===== config.mk =====
export PLATFORM = sky130hd
export DESIGN_NAME = seq_emit_buffer
export DESIGN_NICKNAME = d
export VERILOG_FILES = /design/src/rtl/seq_emit_buffer.sv
export SDC_FILE = /design/constraint.sdc
export NUM_CORES = 1
export LEC_CHECK = 0
export CORE_MARGIN = 2
export CORE_UTILIZATION = 50
export CTS_CLUSTER_DIAMETER = 150
export DETAILED_ROUTE_END_ITERATION = 16
export PLACE_DENSITY_LB_ADDON = 0.12
export SYNTH_ARGS = -nofsm -noshare
export SYNTH_HDL_FRONTEND = slang
export SYNTH_SLANG_ARGS = --single-unit
export TNS_END_PERCENT = 100

===== constraint.sdc =====
create_clock -name clk -period 8.62 [get_ports clk]
set_input_delay 1.724 -clock clk [delete_from_list [all_inputs] [get_ports clk]]
set_output_delay 1.724 -clock clk [all_outputs]
set_load 0.05 [all_outputs]

===== src/rtl/seq_emit_buffer.sv =====
// Sequence emit buffer: captures one lazy-summary result per done pulse into a
// first-word-fall-through FIFO and returns registered head/job feedback to the scheduler.

`ifndef SEQ_LL_BITS
`define SEQ_LL_BITS 16
`endif
`ifndef SEQ_ML_BITS
`define SEQ_ML_BITS 16
`endif
`ifndef SEQ_OFFSET_BITS
`define SEQ_OFFSET_BITS 16
`endif
`ifndef JOB_LEN_LOG2
`define JOB_LEN_LOG2 16
`endif

module seq_emit_buffer #(
  parameter int SEQ_LL_BITS     = `SEQ_LL_BITS,
  parameter int SEQ_ML_BITS     = `SEQ_ML_BITS,
  parameter int SEQ_OFFSET_BITS = `SEQ_OFFSET_BITS,
  parameter int JOB_LEN_LOG2    = `JOB_LEN_LOG2,
  parameter int DEPTH           = 16,
  parameter int AF_MARGIN       = 8
) (
  input  logic                        clk,
  input  logic                        rst,
  input  logic                        i_summary_done,
  input  logic [JOB_LEN_LOG2-1:0]     i_seq_head_ptr,
  input  logic [SEQ_LL_BITS-1:0]      i_summary_ll,
  input  logic [SEQ_ML_BITS-1:0]      i_summary_ml,
  input  logic [SEQ_OFFSET_BITS-1:0]  i_summary_offset,
  input  logic                        i_summary_delim,
  input  logic                        i_summary_eoj,
  input  logic [SEQ_ML_BITS-1:0]      i_summary_overlap_len,
  input  logic                        i_move_to_next_job,
  input  logic [JOB_LEN_LOG2-1:0]     i_move_forward,
  output logic                        o_seq_valid,
  input  logic                        i_seq_ready,
  output logic [SEQ_LL_BITS-1:0]      o_seq_ll,
  output logic [SEQ_ML_BITS-1:0]      o_seq_ml,
  output logic [SEQ_OFFSET_BITS-1:0]  o_seq_offset,
  output logic [SEQ_ML_BITS-1:0]      o_seq_overlap_len,
  output logic                        o_seq_eoj,
  output logic                        o_seq_delim,
  output logic                        o_head_update_valid,
  output logic [JOB_LEN_LOG2-1:0]     o_head_ptr,
  output logic                        o_job_advance,
  output logic [$clog2(DEPTH):0]      o_fifo_count,
  output logic                        o_almost_full,
  output logic                        o_overflow,
  output logic [15:0]                 o_jobs_emitted
);

  localparam int PW = $clog2(DEPTH);
  localparam int CW = PW + 1;
  localparam logic [CW-1:0] FULL_LEVEL = CW'(DEPTH);
  localparam logic [CW-1:0] AF_LEVEL   = CW'(DEPTH - AF_MARGIN);

  typedef struct packed {
    logic [SEQ_LL_BITS-1:0]     ll;
    logic [SEQ_ML_BITS-1:0]     ml;
    logic [SEQ_OFFSET_BITS-1:0] offset;
    logic [SEQ_ML_BITS-1:0]     overlap_len;
    logic                       eoj;
    logic                       delim;
  } entry_t;

  entry_t          mem [DEPTH];
  entry_t          wr_entry;
  entry_t          head;
  logic [PW-1:0]   wr_ptr;
  logic [PW-1:0]   rd_ptr;
  logic [CW-1:0]   count;
  logic [CW-1:0]   count_nxt;
  logic            full;
  logic            push;
  logic            pop;
  logic            drop;

  always_comb begin
    wr_entry             = '0;
    wr_entry.ll          = i_summary_ll;
    wr_entry.ml          = i_summary_ml;
    wr_entry.offset      = i_summary_offset;
    wr_entry.overlap_len = i_summary_overlap_len;
    wr_entry.eoj         = i_summary_eoj;
    wr_entry.delim       = i_summary_delim;

    head  = mem[rd_ptr];
    full  = (count == FULL_LEVEL);
    pop   = (count != '0) && i_seq_ready;
    // A full FIFO still accepts when the head leaves in the same cycle.
    push  = i_summary_done && (!full || pop);
    drop  = i_summary_done && full && !pop;

    count_nxt = count;
    case ({push, pop})
      2'b10:   count_nxt = count + 1'b1;
      2'b01:   count_nxt = count - 1'b1;
      default: count_nxt = count;
    endcase
  end

  // NOTE: storage is deliberately not reset; count alone decides which slots are live.
  always_ff @(posedge clk) begin
    if (push) mem[wr_ptr] <= wr_entry;
  end

  // NOTE: all state uses non-blocking assignment so every register samples pre-edge values.
  always_ff @(posedge clk) begin
    if (rst) begin
      wr_ptr         <= '0;
      rd_ptr         <= '0;
      count          <= '0;
      o_almost_full  <= 1'b0;
      o_overflow     <= 1'b0;
      o_jobs_emitted <= '0;
    end else begin
      if (push) wr_ptr <= wr_ptr + 1'b1;
      if (pop)  rd_ptr <= rd_ptr + 1'b1;
      count         <= count_nxt;
      o_almost_full <= (count_nxt >= AF_LEVEL);
      if (drop) o_overflow <= 1'b1;
      if (pop && head.eoj) o_jobs_emitted <= o_jobs_emitted + 16'd1;
    end
  end

  // Scheduler feedback follows every summary, whether or not the entry was stored.
  always_ff @(posedge clk) begin
    if (rst) begin
      o_head_update_valid <= 1'b0;
      o_head_ptr          <= '0;
      o_job_advance       <= 1'b0;
    end else begin
      o_head_update_valid <= i_summary_done;
      if (i_summary_done) begin
        o_job_advance <= i_move_to_next_job;
        o_head_ptr    <= i_move_to_next_job ? '0 : (i_seq_head_ptr + i_move_forward);
      end
    end
  end

  always_comb begin
    o_seq_valid       = (count != '0);
    o_fifo_count      = count;
    o_seq_ll          = o_seq_valid ? head.ll          : '0;
    o_seq_ml          = o_seq_valid ? head.ml          : '0;
    o_seq_offset      = o_seq_valid ? head.offset      : '0;
    o_seq_overlap_len = o_seq_valid ? head.overlap_len : '0;
    o_seq_eoj         = o_seq_valid && head.eoj;
    o_seq_delim       = o_seq_valid && head.delim;
  end

endmodule

---- Yosys cells after proc, flatten, opt, wreduce, memory -nomap -nowiden ----
Memories as Yosys holds them, arrays and structs flattened. A register that Yosys moved wholly into a read port is not among the register bits.
Cells that the tools add are included.
word-level totals
  register bits after elaboration ......... 49
  memory bits (writable) .................. 1056
  input bits .............................. 103
  output and inout bits ................... 108
  logic and storage cells ................. 41
  memories kept ........................... 1
cells by class
  $add $sub $neg .......................... 6
  $lt $le $gt $ge ......................... 1
  equal/unequal tests ..................... 3
  multiplexer cells ....................... 10
  reductions and logical operators ........ 11
memory list
  name  depth  bits a word  rd ports  clocked after memory_dff  wr ports  RTL line  text
  mem   16     66           1         1                         1         68        entry_t mem [DEPTH];
operator list
  cell                                                                    count
  16-bit 2-to-1 mux                                                       5
  16-bit by 1-bit adder with 16-bit output (second input constant)        1
  16-bit adder                                                            1
  5-bit one-hot mux with 2 select lines                                   1
  4-bit by 1-bit adder with 4-bit output (second input constant)          2
  4-bit 2-to-1 mux                                                        2
  1-bit logical AND                                                       7
  5-bit by 1-bit adder with 5-bit output (second input constant)          1
  5-bit equality test (second input constant)                             1
  5-bit by 4-bit >= comparator with 1-bit output (second input constant)  1
  5-bit nonzero test                                                      1
  5-bit by 1-bit subtractor with 5-bit output (second input constant)     1
  2-bit by 1-bit equality test with 1-bit output (second input constant)  1
  2-bit equality test (second input constant)                             1
  1-bit logical NOT                                                       2
  1-bit 2-to-1 mux                                                        2
  1-bit logical OR                                                        1

---- Logic depth before layout (Yosys ltp) ----
  depth in word-level cells ............... 7
  gate-level depth with buffers ........... 10
  depth with buffers taken out ............ 9

---- Worst setup path after synthesis ----
No wires, ideal clock.
  path kind ............................... input to register
  from .................................... input i_summary_done
  to ...................................... memory mem[3][0] in the netlist's numbering, enable pin
  setup time .............................. 0.571 ns
  arrival ................................. 7.240 ns
  data required time ...................... 8.049 ns
  setup slack ............................. 0.809 ns
  stages on the path ...................... 5
  path through ............................ clkbuf_1 -> inv_1 -> a31oi_1 -> nand2_1 -> nor3_1
between the ends
  word-level cells in the longest chain between the ends .. 3
ends and longest elaborated chain
  what                                    RTL line  text
  start, declared                         27        input logic i_summary_done,
  1-bit logical AND                       93        push = i_summary_done && (!full || pop);
  1-bit 2-to-1 mux                        106       if (push) mem[wr_ptr] <= wr_entry;
  1-bit 2-to-1 mux (not written as such)  106
  end, declared                           68
No other way between the ends.

==> results.py <==
metrics = {
    "run_status": {
        "status": "complete, no violations",
    },
    "worst_setup_path": {
        "critPathArrivalTime_ns": 4.30,
        "cp_top_family": "buffers and inverters",
        "critPathMaxFanout": 83,
        "crit_type": "register to output port",
        "crit_path_end_kind": "output port",
        "critical_path_required_ns": 6.90,
        "startpoint_type": "register",
        "critPathMaxStageDelay_ns": 0.78,
        "critPathSlowestCell": "dfxtp_4",
        "crit_chain": "buf_12, mux4_1, mux4_2, and2_1, clkdlybuf4s50_1",
        "timing.critical_path.buf_inv": 2,
    },
    "routing": {
        "wirelength_um": 92200,
        "dr.pass1.iters": 7,
        "drc": 0,
        "drtAntennaViolNets": 0,
        "drtIter0Drc": 1654,
        "vias": 20241,
        "via_per_inst": 5.91,
        "routedWlPerCell_um": 26.9,
    },
    "cts": {
        "clkLatencyLatePin_ns": 0.66,
        "post_cts_buffers": 0,
        "ctsResizeCount": 0,
        "cts_root_buf": "clkbuf_16",
        "holdBufCountCts": 0,
        "cts_tree": "built",
        "cts_max_path_buffers": 3,
        "cts_num_sinks": 1109,
        "clkTransAtPathRegs_ns": 0.06,
        "cts_inserted_buffers": 110,
        "h-tree-depth": 3,
    },
    "floorplanning": {
        "core-area_sq_mm": 0.0863,
        "io_pins": 211,
        "die_w_um": 299,
        "initial_core_util": 0.503,
        "rows": 108,
        "die_y_um": 299,
        "die_area_sq_mm": 0.0892,
    },
    "grt": {
        "grt_pass1_vias": 21193,
        "antenna_found_initial": 5,
        "grt-ovfl-total": 0,
        "grt_pass1_wl_um": 139000,
        "track_usage": 0.209,
        "grt_max_degree": 112,
    },
    "cells_and_area": {
        "final_common_cell": "edfxtp_1",
        "multiInputGateArea_sq_mm": 0.0101,
        "fin_cells": 3427,
        "seq_area_sq_mm": 0.0328,
        "most-common-layout-cells": "edfxtp_1, mux4_2, clkdlybuf4s50_1, clkbuf_16, and2_1",
        "area_delta_synth_final_pct": 15.9,
        "nets": 2309,
        "drive_above_1_share": 0.233,
        "postLayoutCoreUtil": 0.583,
        "final.fill_count": 6131,
        "antennaDiodeCount": 0,
    },
    "placed_design": {
        "io_buffer_count": 210,
        "place_congestion": 0.806,
        "pre_cts_ws_ns": 2.77,
        "dp.cells": 3225,
        "dp_hpwl_um": 49600,
    },
    "power_and_ir_drop": {
        "ir_drop_mv": 0.268,
        "pwr_density_cell_mw_per_mm2": 289,
        "power.leakage_uw": 0.0155,
        "p_total_uw": 14500,
    },
    "yosys": {
        "async_flop_share": 0,
        "synth_adder_area_share": 0.00709,
        "synthCells": 1924,
        "synth_cell_type_count": 61,
        "synth_area_sq_mm": 0.0434,
        "muxShareOfSynthArea": 0.177,
        "yosysWarnings": 0,
        "synth-simple-area-share": 0.0283,
        "ys_ff_latch": 1109,
        "synth_top_family_by_area": "multiplexers",
        "synth_compound_area_frac": 0.0145,
        "avgSynthCellArea_sq_um": 22.6,
        "seq_area_frac_synth": 0.755,
        "synth-edff-count": 1056,
        "synth-xor-area-share": 0.00303,
        "ys.flop_type": "edfxtp_1",
        "syn_nets": 2051,
    },
    "min_path": {
        "hold_path.class": "register to register",
    },
    "timing": {
        "slew-limit-headroom": 0.216,
        "finalHoldViolCount": 0,
        "drv_slew": 0,
        "tightest_slew_ns": 1.18,
        "final.min_clock_period_ns": 6.03,
        "skew_ns": 0.0139,
        "fin_crit_sh": 0.699,
        "rsz0062_at_grt": "no",
        "finalSetupViolations": 0,
        "fin_ws_ns": 2.59,
        "tns_ns": 0,
        "fmax_ghz": 0.166,
    },
    "flow_run": {
        "drv_cap": 0,
    },
}
synth_stat cells, drive strengths merged (15+ instances only):
| cell type | count | area (sq um) |
|---|---|---|
| mux4 | 325 | 7410 |
| dfxtp | 53 | 1060 |
| and2 | 69 | 432 |
| nand2 | 25 | 93.8 |
| ha | 23 | 288 |
| edfxtp | 1056 | 31700 |
| mux2 | 15 | 169 |
| nor2b | 15 | 93.8 |
| buf | 45 | 413 |
| a21oi | 28 | 140 |
| nor2 | 60 | 225 |
| clkbuf | 52 | 195 |
layer usage:
layer	global-route usage	share of wire
met1	0.294	0.43
met2	0.353	0.51
met3	0.0299	0.050
met4	0.0463	0.015
met5	0	0.00044
cell families (layout without fill, tap and decap cells):
| kind of cell | Yosys count | in the layout |
|---|---|---|
| and+or+nand+nor | 227 | 227 |
| AOI/OAI and AO/OA | 92 | 92 |
| buffers and inverters | 105 | 453 |
| xor gates and xnor gates | 15 | 15 |
| adders and majority gates | 24 | 24 |
| DFF | 1109 | 1109 |
| muxes | 352 | 352 |
sequential cells by signal, summed over array words and instances, names as in the netlist, named ones only:
register / flops
mem: 1056
o_almost_full: 1
o_fifo_count: 4
o_head_ptr: 16
o_head_update_valid: 1
o_job_advance: 1
o_jobs_emitted: 16
o_overflow: 1
rd_ptr: 4
wr_ptr: 4
metrics by stage:
step           cell area [sq um]  hold WS (ns)
2_1_floorplan              43400         0.485
3_3_place_gp               46800         0.455
3_5_place_dp               46800         0.463
4_1_cts                    50300         0.472
5_1_grt                    50300         0.487
6_report                   50300         0.471
power breakdown:
| part | switching (uW) | internal, uW |
|---|---|---|
| Sequential | 119 | 6030 |
| Combinational | 2190 | 1490 |
| Clock | 1940 | 2750 |
layout make-up:
type                            instances  area share
Timing Repair Buffer                  243      0.0476
Tap cell                             1155      0.0287
Sequential cell                      1109       0.652
Multi-Input combinational cell        710       0.201
Inverter                                8    0.000597
Clock inverter                         57      0.0114
Clock buffer                          145      0.0592
path summary, 6_finish.rpt:
| check | start | to | slack (ns) | depth (start not counted) |
|---|---|---|---|---|
| setup reg to reg | o_fifo_count[1] | mem[3][53] | 4.75 | 6 |
| hold / removal | o_head_ptr[2] | o_head_ptr[2] | 0.47 | 2 |
| hold reg to reg | o_head_ptr[2] | o_head_ptr[2] | 0.47 | 2 |
| setup / recovery | register | o_seq_overlap_len[15] | 2.59 | 5 |
worst reg2reg max path: stages (launching register included):
cell	delay, ns
dfxtp_1	0.55
nor4_4	0.14
a31oi_1	0.72
nand2_1	0.46
nor3_2	0.31
buf_4	0.51
buf_4	0.73
Power figures use the tool's default switching activity.
